**config.mk**
```make
export PLATFORM = sky130hd
export DESIGN_NAME = paddle_ctrl_flat
export DESIGN_NICKNAME = d
export VERILOG_FILES = /design/src/rtl/paddle_pkg.sv /design/src/rtl/paddle_ctrl_if.sv /design/src/rtl/paddle_ctrl_btn_debounce.sv /design/src/rtl/paddle_ctrl.sv /design/src/flat_wrapper.sv
export SDC_FILE = /design/constraint.sdc
export NUM_CORES = 1
export LEC_CHECK = 0
export ABC_AREA = 1
export CAP_MARGIN = 25
export CORE_MARGIN = 4
export CORE_UTILIZATION = 55
export CTS_CLUSTER_SIZE = 25
export DETAILED_ROUTE_END_ITERATION = 16
export PLACE_DENSITY = 0.79
export SYNTH_ARGS = -nofsm -noshare
export SYNTH_HDL_FRONTEND = slang
export SYNTH_SLANG_ARGS = --single-unit
export TNS_END_PERCENT = 5
```
**constraint.sdc**
```tcl
create_clock -name clk -period 3 [get_ports clk]
set_input_delay 0.6 -clock clk [delete_from_list [all_inputs] [get_ports clk]]
set_output_delay 0.6 -clock clk [all_outputs]
set_load 0.02 [all_outputs]
```
**src/rtl/paddle_pkg.sv**
```systemverilog
// -----------------------------------------------------------------------------
// paddle_pkg
// Shared types and constants for the paddle controller slice.
//   COORD_W        : width of screen coordinates (px, py)
//   paddle_state_t : paddle motion state
//   FLAG_*         : one-hot motion flag encodings {up, mid, down}
//   flags_of()     : state -> one-hot flag decode
// -----------------------------------------------------------------------------
package paddle_pkg;

  localparam int COORD_W = 11;

  typedef enum logic [1:0] {
    IDLE      = 2'd0,
    MOVE_UP   = 2'd1,
    MOVE_DOWN = 2'd2,
    RECENTER  = 2'd3
  } paddle_state_t;

  // Flag vector layout is {up, mid, down}.
  localparam int FLAG_UP_IDX   = 2;
  localparam int FLAG_MID_IDX  = 1;
  localparam int FLAG_DOWN_IDX = 0;

  localparam logic [2:0] FLAG_NONE = 3'b000;
  localparam logic [2:0] FLAG_UP   = 3'b100;
  localparam logic [2:0] FLAG_MID  = 3'b010;
  localparam logic [2:0] FLAG_DOWN = 3'b001;

  function automatic logic [2:0] flags_of(input paddle_state_t s);
    case (s)
      MOVE_UP:   return FLAG_UP;
      MOVE_DOWN: return FLAG_DOWN;
      RECENTER:  return FLAG_MID;
      default:   return FLAG_NONE;
    endcase
  endfunction

endpackage

```
**src/rtl/paddle_ctrl_if.sv**
```systemverilog
// -----------------------------------------------------------------------------
// paddle_ctrl_if
// Bundles the raw board buttons and the paddle outputs of one paddle side.
//   btn_up, btn_mid, btn_down : raw buttons, asynchronous to clk
//   px, py                    : paddle position (COORD_W bits each)
//   p_up, p_mid, p_down       : one-hot motion flags toward the puck FSM
// Modports:
//   master : board/consumer side (drives buttons, reads position and flags)
//   slave  : paddle_ctrl side (reads buttons, drives position and flags)
// -----------------------------------------------------------------------------
interface paddle_ctrl_if;
  import paddle_pkg::*;

  logic               btn_up;
  logic               btn_mid;
  logic               btn_down;
  logic [COORD_W-1:0] px;
  logic [COORD_W-1:0] py;
  logic               p_up;
  logic               p_mid;
  logic               p_down;

  modport master (
    output btn_up, btn_mid, btn_down,
    input  px, py, p_up, p_mid, p_down
  );

  modport slave (
    input  btn_up, btn_mid, btn_down,
    output px, py, p_up, p_mid, p_down
  );

endinterface

```
**src/rtl/paddle_ctrl_btn_debounce.sv**
```systemverilog
// -----------------------------------------------------------------------------
// btn_debounce
// Two-flop synchroniser followed by a stable-level counter. The debounced
// level only takes a new value after DB_CYCLES consecutive synchronised
// samples that differ from it; any sample equal to the current level
// restarts the count.
// Ports:
//   clk   : system clock
//   reset : asynchronous, active-low reset (level and counter clear to 0)
//   raw   : raw button input, asynchronous to clk
//   level : debounced button level
// -----------------------------------------------------------------------------
module btn_debounce #(
  parameter int DB_CYCLES = 500000
) (
  input  logic clk,
  input  logic reset,
  input  logic raw,
  output logic level
);

  localparam int CNT_W = (DB_CYCLES > 1) ? $clog2(DB_CYCLES) : 1;
  localparam logic [CNT_W-1:0] CNT_LAST = CNT_W'(DB_CYCLES - 1);

  logic             sync_p0;
  logic             sync_p1;
  logic [CNT_W-1:0] cnt;

  always_ff @(posedge clk or negedge reset) begin
    if (!reset) begin
      sync_p0 <= 1'b0;
      sync_p1 <= 1'b0;
      cnt     <= '0;
      level   <= 1'b0;
    end else begin
      // p0 -> p1: metastability settling
      sync_p0 <= raw;
      sync_p1 <= sync_p0;
      // p1 -> level: stable-sample count
      if (sync_p1 == level) begin
        cnt <= '0;
      end else if (cnt == CNT_LAST) begin
        level <= sync_p1;
        cnt   <= '0;
      end else begin
        cnt <= cnt + 1'b1;
      end
    end
  end

endmodule

```
**src/rtl/paddle_ctrl.sv**
```systemverilog
// -----------------------------------------------------------------------------
// paddle_ctrl
// Turns raw up/mid/down buttons into a debounced, rate-limited, clamped
// paddle position plus one-hot motion flags for the puck-state FSM.
// Up decreases Y (screen coordinates); mid recentres the paddle on Y_INIT.
// Ports:
//   clk   : system clock
//   reset : asynchronous, active-low reset
//   bus   : paddle_ctrl_if.slave
//             btn_up/btn_mid/btn_down in  : raw buttons
//             px out : fixed X_POS
//             py out : registered Y position
//             p_up/p_mid/p_down out : registered one-hot state flags
// Build option:
//   PADDLE_ACCEL_EN : when defined, the step doubles once a move direction
//                     has been held for ACCEL_TICKS step ticks.
// -----------------------------------------------------------------------------
module paddle_ctrl
  import paddle_pkg::*;
#(
  parameter int X_POS       = 160,
  parameter int Y_INIT      = 240,
  parameter int Y_MIN       = 0,
  parameter int Y_MAX       = 479,
  parameter int RADIUS      = 13,
  parameter int STEP        = 2,
  parameter int STEP_DIV    = 250000,
  parameter int DB_CYCLES   = 500000,
  parameter int ACCEL_TICKS = 16
) (
  input  logic         clk,
  input  logic         reset,
  paddle_ctrl_if.slave bus
);

  // One extra bit plus sign keeps py +/- step from wrapping near the edges.
  localparam int POS_W = COORD_W + 1;
  typedef logic signed [POS_W-1:0] pos_t;

  localparam pos_t Y_LO   = pos_t'(Y_MIN + RADIUS);
  localparam pos_t Y_HI   = pos_t'(Y_MAX - RADIUS);
  localparam pos_t Y_CTR  = pos_t'(Y_INIT);
  localparam pos_t STEP_S = pos_t'(STEP);

  localparam int PRE_W = (STEP_DIV > 1) ? $clog2(STEP_DIV) : 1;
  localparam logic [PRE_W-1:0] PRE_LAST = PRE_W'(STEP_DIV - 1);

  function automatic pos_t sat_up(input pos_t v);
    return (v < Y_LO) ? Y_LO : v;
  endfunction

  function automatic pos_t sat_down(input pos_t v);
    return (v > Y_HI) ? Y_HI : v;
  endfunction

  function automatic logic near_centre(input pos_t v, input pos_t s);
    pos_t diff;
    diff = v - Y_CTR;
    return (diff <= s) && (diff >= -s);
  endfunction

  function automatic pos_t toward_centre(input pos_t v, input pos_t s);
    if (near_centre(v, s)) return Y_CTR;
    else if (v > Y_CTR)    return v - s;
    else                   return v + s;
  endfunction

  logic          up_db;
  logic          mid_db;
  logic          down_db;
  logic [PRE_W-1:0] pre_cnt;
  logic          step_tick;
  paddle_state_t state;
  paddle_state_t state_nx;
  logic [2:0]    flags_q;
  pos_t          py_q;
  pos_t          py_calc;
  pos_t          step_amt;

  btn_debounce #(.DB_CYCLES(DB_CYCLES)) u_db_up (
    .clk   (clk),
    .reset (reset),
    .raw   (bus.btn_up),
    .level (up_db)
  );

  btn_debounce #(.DB_CYCLES(DB_CYCLES)) u_db_mid (
    .clk   (clk),
    .reset (reset),
    .raw   (bus.btn_mid),
    .level (mid_db)
  );

  btn_debounce #(.DB_CYCLES(DB_CYCLES)) u_db_down (
    .clk   (clk),
    .reset (reset),
    .raw   (bus.btn_down),
    .level (down_db)
  );

  // Free-running step prescaler.
  always_ff @(posedge clk or negedge reset) begin
    if (!reset) begin
      pre_cnt <= '0;
    end else if (pre_cnt == PRE_LAST) begin
      pre_cnt <= '0;
    end else begin
      pre_cnt <= pre_cnt + 1'b1;
    end
  end

  assign step_tick = (pre_cnt == PRE_LAST);

`ifdef PADDLE_ACCEL_EN
  localparam int HELD_W = $clog2(ACCEL_TICKS + 1);
  localparam logic [HELD_W-1:0] HELD_MAX = HELD_W'(ACCEL_TICKS);

  logic [HELD_W-1:0] held_q;
  logic              moving;

  assign moving = (state == MOVE_UP) || (state == MOVE_DOWN);

  // Clear wins over count so a direction change always starts slow.
  always_ff @(posedge clk or negedge reset) begin
    if (!reset) begin
      held_q <= '0;
    end else if (state_nx != state) begin
      held_q <= '0;
    end else if (step_tick && moving && (held_q != HELD_MAX)) begin
      held_q <= held_q + 1'b1;
    end
  end

  assign step_amt = (held_q == HELD_MAX) ? pos_t'(2 * STEP) : STEP_S;
`else
  assign step_amt = STEP_S;
`endif

  // Next state from debounced levels; RECENTER ignores buttons until it lands.
  always_comb begin
    state_nx = state;
    case (state)
      IDLE: begin
        if (mid_db)                 state_nx = RECENTER;
        else if (up_db && !down_db) state_nx = MOVE_UP;
        else if (down_db && !up_db) state_nx = MOVE_DOWN;
      end
      MOVE_UP: begin
        if (mid_db)                 state_nx = RECENTER;
        else if (up_db == down_db)  state_nx = IDLE;
        else if (down_db)           state_nx = MOVE_DOWN;
      end
      MOVE_DOWN: begin
        if (mid_db)                 state_nx = RECENTER;
        else if (up_db == down_db)  state_nx = IDLE;
        else if (up_db)             state_nx = MOVE_UP;
      end
      RECENTER: begin
        if (step_tick && near_centre(py_q, STEP_S)) state_nx = IDLE;
      end
      default: state_nx = IDLE;
    endcase
  end

  // Position move is always that of the current (pre-transition) state.
  always_comb begin
    py_calc = py_q;
    if (step_tick) begin
      case (state)
        MOVE_UP:   py_calc = sat_up(py_q - step_amt);
        MOVE_DOWN: py_calc = sat_down(py_q + step_amt);
        RECENTER:  py_calc = toward_centre(py_q, STEP_S);
        default:   py_calc = py_q;
      endcase
    end
  end

  // State register with flags decoded from the same next state, so the
  // flags are always the one-hot image of the registered state.
  always_ff @(posedge clk or negedge reset) begin
    if (!reset) begin
      state   <= IDLE;
      flags_q <= FLAG_NONE;
      py_q    <= Y_CTR;
    end else begin
      state   <= state_nx;
      flags_q <= flags_of(state_nx);
      py_q    <= py_calc;
    end
  end

  assign bus.px     = COORD_W'(X_POS);
  assign bus.py     = py_q[COORD_W-1:0];
  assign bus.p_up   = flags_q[FLAG_UP_IDX];
  assign bus.p_mid  = flags_q[FLAG_MID_IDX];
  assign bus.p_down = flags_q[FLAG_DOWN_IDX];

endmodule
```
**src/flat_wrapper.sv**
```systemverilog
// flat-port wrapper written by rule: the top's interface ports become plain ports
module paddle_ctrl_flat import paddle_pkg::*;
#(
  parameter int X_POS       = 160,
  parameter int Y_INIT      = 240,
  parameter int Y_MIN       = 0,
  parameter int Y_MAX       = 479,
  parameter int RADIUS      = 13,
  parameter int STEP        = 2,
  parameter int STEP_DIV    = 250000,
  parameter int DB_CYCLES   = 500000,
  parameter int ACCEL_TICKS = 16
)
  (clk, reset, bus_btn_up, bus_btn_mid, bus_btn_down, bus_px, bus_py, bus_p_up, bus_p_mid, bus_p_down);
  paddle_ctrl_if bus_i ();
  input  logic clk;
  input  logic reset;
  input wire logic [$bits(bus_i.btn_up)-1:0] bus_btn_up;
  input wire logic [$bits(bus_i.btn_mid)-1:0] bus_btn_mid;
  input wire logic [$bits(bus_i.btn_down)-1:0] bus_btn_down;
  output wire logic [$bits(bus_i.px)-1:0] bus_px;
  output wire logic [$bits(bus_i.py)-1:0] bus_py;
  output wire logic [$bits(bus_i.p_up)-1:0] bus_p_up;
  output wire logic [$bits(bus_i.p_mid)-1:0] bus_p_mid;
  output wire logic [$bits(bus_i.p_down)-1:0] bus_p_down;
  assign bus_i.btn_up = bus_btn_up;
  assign bus_i.btn_mid = bus_btn_mid;
  assign bus_i.btn_down = bus_btn_down;
  assign bus_px = bus_i.px;
  assign bus_py = bus_i.py;
  assign bus_p_up = bus_i.p_up;
  assign bus_p_mid = bus_i.p_mid;
  assign bus_p_down = bus_i.p_down;
  paddle_ctrl #(.X_POS(X_POS), .Y_INIT(Y_INIT), .Y_MIN(Y_MIN), .Y_MAX(Y_MAX), .RADIUS(RADIUS), .STEP(STEP), .STEP_DIV(STEP_DIV), .DB_CYCLES(DB_CYCLES), .ACCEL_TICKS(ACCEL_TICKS)) u_core (.clk(clk), .reset(reset), .bus(bus_i));
endmodule
```
# --- Word level (Yosys, flattened, before mapping) ---
# Cells that the tools add are included.
op_classes:
  addsub: 7
  n_lt_le_gt_ge: 5
  n_eq_ne: 14
  muxes: 24
  bitwise_logic: 3
  reduce_logical: 12
ops:
  columns: ["operator", "n"]
  rows:
  - ["$mux 19", 6]
  - ["$add 19x1->19 const B", 3]
  - ["$eq 19x19->1 const B", 3]
  - ["$mux 12", 4]
  - ["$pmux 12 s3", 1]
  - ["$mux 2", 10]
  - ["$add 18x1->18 const B", 1]
  - ["$eq 18x18->1 const B", 1]
  - ["$mux 18", 1]
  - ["$add 12x3->12 const B", 1]
  - ["$ge 12x2->1 const B", 1]
  - ["$gt 12x10->1 const B", 1]
  - ["$gt 12x9->1 const B", 1]
  - ["$le 12x3->1 const B", 1]
  - ["$lt 12x5->1 const B", 1]
  - ["$sub 12x3->12 const B", 1]
  - ["$sub 12x9->12 const B", 1]
  - ["$pmux 3 s3", 1]
  - ["$eq 2x2->1 const B", 4]
  - ["$pmux 2 s4", 1]
  - ["$reduce_and 2->1", 4]
  - ["$eq 1x1->1", 4]
  - ["$eq 2x1->1 const B", 2]
  - ["$logic_and 1x1->1", 4]
  - ["4 further kinds", 7]
totals:
  ff_bits: 101
  inputBits: 5

# --- Depth between registers and ports, before layout ---
depth:
  ltp_word: 8
  ltp_mapped: 18

# --- Cells and area by module ---
# From an unflattened synthesis, not the netlist that was laid out.
unflattened:
  cells_unflattened: 947
  hier_area_um2: 6849.1
by_module_without_submodules:
  columns: ["module", "n_inst", "cells_per_inst", "area_each_um2", "seq_area_each_um2"]
  rows:
  - ["btn_debounce", 3, 147, 1191.1, 550.5]
  - ["paddle_ctrl", 1, 506, 3275.6, 880.8]

# --- Worst setup path after synthesis ---
# Ideal clock, no wire load.
synth_path:
  path_type: "register -> register"
  from: "register u_core.py_q[4]"
  to: "register u_core.py_q[10]"
  setup_ps: 78
  t_arrival_ps: 2504
  path_slack_ps: 418
  path_stages_with_launch: 16
  n_path_buf: 0
  period_less_slack_ps: 2582
  cell_sequence: "dfstp_2 inv_2 ha_1 nand2_1 nand2_1 nand2_1 nand2_1 nor4_1 nand3_1 nor2_1 ha_1 nor2_1 inv_1 o21ai_0 nor2_1 a21boi_1"
synth_between:
  elab_chain_len: 5
  word_cells_on_any_way: 14
synth_lines:
  columns: ["element", "line", "text"]
  rows:
  - ["start, declared", "paddle_ctrl.sv:76", "pos_t py_q;"]
  - ["start signal, assigned", "paddle_ctrl.sv:188", "py_q <= py_calc;"]
  - ["$sub 12x9->12", "paddle_ctrl.sv:58", "diff = v - Y_CTR;"]
  - ["$le 12x3->1 or $ge 12x2->1 (tied branches)", "paddle_ctrl.sv:59", "return (diff <= s) && (diff >= -s);"]
  - ["$logic_and 1x1->1", "paddle_ctrl.sv:59", null]
  - ["$mux 12", "paddle_ctrl.sv:63", "if (near_centre(v, s)) return Y_CTR;"]
  - ["$pmux 12 s3 (*)", "paddle_ctrl.sv:169", "case (state)"]
# Every way passes the cells marked *; elsewhere a longest branch is shown, timed or not.
# A chain may end at the register's enable or synchronous reset.

# --- Final worst setup path ---
layout_path:
  from: "register u_core.py_q[2]"
  to: "register u_core.py_q[4]"
# The elaborated chain is that of the path after synthesis.

==> impl_metrics.json <==
{
  "area_growth_pct": 8.32,
  "fmax_mhz": 369,
  "arrival_ns": 3.01,
  "place_area_um2": 6690,
  "ctsLongestPathBuffers": 2,
  "final_cell_area_um2": 7010,
  "grt_max_degree": 63,
  "synth_cell_type_count": 44,
  "die_w_um": 116,
  "ys.flop_type": "dfrtp_1",
  "drtPass1Iterations": 5,
  "grt_pass1_wl_um": 23600,
  "gr-max-usage-layer": "met2",
  "port_buffers": 18,
  "layout.nets": 892,
  "synth_top_cell_area_share_pct": 37.5,
  "drt_iter0_drc": 372,
  "finClkSkew_ns": 0.0125,
  "cts_setup_buffers": 0,
  "synth_compound_area_share_pct": 6.90,
  "cts_made_buffers": 9,
  "fill_cells": 995,
  "start_util_pct": 56.4,
  "first_global_vias": 5190,
  "die_area_um2": 13600,
  "p_sw_mw": 0.579,
  "p_total_mw": 2.69,
  "synthesis.area_um2": 6470,
  "cts.root.buffer_cell": "clkbuf_16",
  "final-setup-viol-count": 0,
  "p_int_mw": 2.11,
  "seqPwrFrac_pct": 51.5,
  "power_density_nw_per_um2": 384,
  "final.min_clock_period_ns": 2.71,
  "tns_ns": 0,
  "dp_hpwl_um": 10000,
  "viasPerCell": 5.45,
  "critPathRequiredTime_ns": 3.30,
  "ys_warn_count": 0,
  "synthAdderAreaFrac_pct": 3.09,
  "grt_overflow": 0,
  "combPwrFrac_pct": 3.1,
  "antenna_found_initial": 0,
  "syn_inst": 859,
  "synth-seq-cells": 101,
  "cap_viol_max_count": 0,
  "yosys.area_share.xor_xnor_pct": 4.06,
  "post-route-drc-count": 0,
  "synth_top_family_by_area": "simple AND/OR/NAND/NOR gates",
  "io_pins": 30,
  "clkLatencyLatePin_ns": 0.36,
  "fin_crit_sh_pct": 90.4,
  "worst_pin_slew_ns": 0.814,
  "swShare_pct": 21.5,
  "met1_usage_pct": 29.2,
  "routed_wl_um": 13600,
  "clkPwrFrac_pct": 45.4,
  "synthSimpleGateAreaFrac_pct": 35.4,
  "wl_per_cell_um": 13.4,
  "track_usage_pct": 21.7,
  "worst_setup_path_end_kind": "register",
  "drive_gt1_share_pct": 11.8,
  "cts_tree": "built",
  "antenna_left": 0,
  "core_um2": 11500,
  "cts_hold_buf": 0,
  "die_h_um": 116,
  "report.final.slew_viol_count": 0,
  "synth_area_per_cell_um2": 7.53,
  "dp.cells": 1003,
  "yosysSeqAreaShare_pct": 39.1,
  "relSlewSlack_pct": 45.7,
  "cts_sinks": 101,
  "synth-edff-count": 0,
  "async_reset_ff_share_pct": 100,
  "grt_use_met2_pct": 35.0,
  "hold_viol": 0,
  "rows": 39,
  "status": "finished, final reports clean",
  "gp_congestion": 0.900,
  "critPathKind": "register to register",
  "vias": 5550,
  "ctsHtreeMaxLevel": 3,
  "synth_top_cells_by_area": "dfrtp_1 (38%), nand2_1 (9.6%), inv_1 (6.0%)",
  "clkTransAtPathRegs_ns": 0.07,
  "hold_class": "primary input to asynchronous set/reset pin",
  "synth_top_area_cell": "dfrtp_1",
  "grt_use_met3_pct": 3.47,
  "final_cells": 1019,
  "worst-path-max-fanout": 8,
  "power_leakage_nw": 3.31,
  "cp-start-kind": "register",
  "fin_util_pct": 61.1,
  "n_antenna_cell": 0,
  "cts_resized": 0,
  "muxShareOfSynthArea_pct": 0.348,
  "vdd_drop_max_uv": 317
}
[cells in the mapped netlist, types with 3 or more instances]
cell type	n
a211oi_1	3
a21oi_1	37
a31oi_1	3
and3_1	5
buf_2	3
buf_4	24
clkbuf_1	3
clkinv_1	3
dfrtp_1	97
dfstp_2	4
ha_1	16
inv_1	103
inv_2	20
nand2_1	165
nand2_2	13
nand3_1	72
nand3_2	8
nand4_1	32
nor2_1	88
nor2_2	19
nor2_4	5
nor3_1	24
nor3_2	3
nor3b_1	11
nor4_1	10
o21ai_0	20
o21ai_1	12
or2_1	3
xor2_1	28
[power groups by stage]
stage,combinational (mW),sequential [mW],clock [mW]
floorplan,0.0520,1.41,0
global placement,0.0853,1.41,0
detailed placement,0.0865,1.41,0
CTS,0.0865,1.39,1.24
global route,0.100,1.39,1.30
finish,0.0836,1.39,1.22
[cells by family after synthesis]
logic type,count (synthesis)
XOR/XNOR,30
adder cells (fa/ha/maj),16
AND/OR/NAND/NOR,466
multiplexers,2
flip-flops,101
buffers and inverters,159
other,2
AO/OA/AOI/OAI,83
[stage by stage]
step	worst slack, ns	hold slack, ns
global route	-0.00803	0.368
global placement	0.401	0.332
finish	0.289	0.339
floorplan	0.418	0.304
detailed placement	0.284	0.340
CTS	0.252	0.355
[cell usage in the layout (no fill, tap or decap), types with 13 or more instances in the layout]
cell type        count
a21oi_1             37
nand2_2             13
nor2_1              87
nand4_1             32
ha_1                16
inv_2               20
nor3_1              24
inv_1              103
nand2_1            165
nor2_2              20
xor2_1              28
dfrtp_1             97
o21ai_0             20
clkdlybuf4s50_1     17
nand3_1             72
[state kept, by name, summed over array words and instances, names as in the netlist, 2 cells and up]
signal                count
u_core.u_db_down.cnt     19
u_core.u_db_mid.cnt      19
u_core.u_db_up.cnt       19
u_core.pre_cnt           18
u_core.py_q              12
u_core.flags_q            3
u_core.state              2
[area by class of cell]
cell class,instances,area (um^2),area share (%)
well taps,143,179,2.55
inverters,126,473,6.75
flip-flops and latches,101,2530,36.1
repair buffers,25,243,3.46
multi-input cells,608,3270,46.6
clock buffers,13,270,3.86
clock inverters,3,42.5,0.607
[critical path, stage by stage, from the launching register on]
cell and delay, ns:
dfrtp_1 0.47, inv_1 0.17, ha_1 0.20, nand3_1 0.14, xor2_1 0.19, nor4_1 0.31, nand3_1 0.10, nor2_1 0.11
ha_1 0.25, nor2_1 0.17, buf_4 0.18, nand2_1 0.06, nand3_1 0.09, nor2_1 0.04, nand3_1 0.05, o21ai_1 0.07
inv_1 0.06
[per-layer routing]
layer,part of all wire [%],wire [um]
met1,46,6230
met2,46,6330
met3,5.6,767
met4,2.3,313
met5,0,0
[final timing paths]
kind / cells after the start / slack [ns] / startpoint / to
min in group clk: 0 / 0.35 / u_core.u_db_down.sync_p0$_DFF_PN0_ / u_core.u_db_down.sync_p1$_DFF_PN0_
max reg2reg: 16 / 0.29 / u_core.py_q[2]$_DFFE_PN0P_ / u_core.py_q[4]$_DFFE_PN1P_
min reg2reg: 0 / 0.35 / u_core.u_db_down.sync_p0$_DFF_PN0_ / u_core.u_db_down.sync_p1$_DFF_PN0_
max: 16 / 0.29 / u_core.py_q[2]$_DFFE_PN0P_ / u_core.py_q[4]$_DFFE_PN1P_
max in group asynchronous: 2 / 1.97 / reset / u_core.u_db_up.cnt[8]$_DFF_PN0_
min: 1 / 0.34 / reset / u_core.pre_cnt[4]$_DFF_PN0_
(Power assumes the default switching activity.)
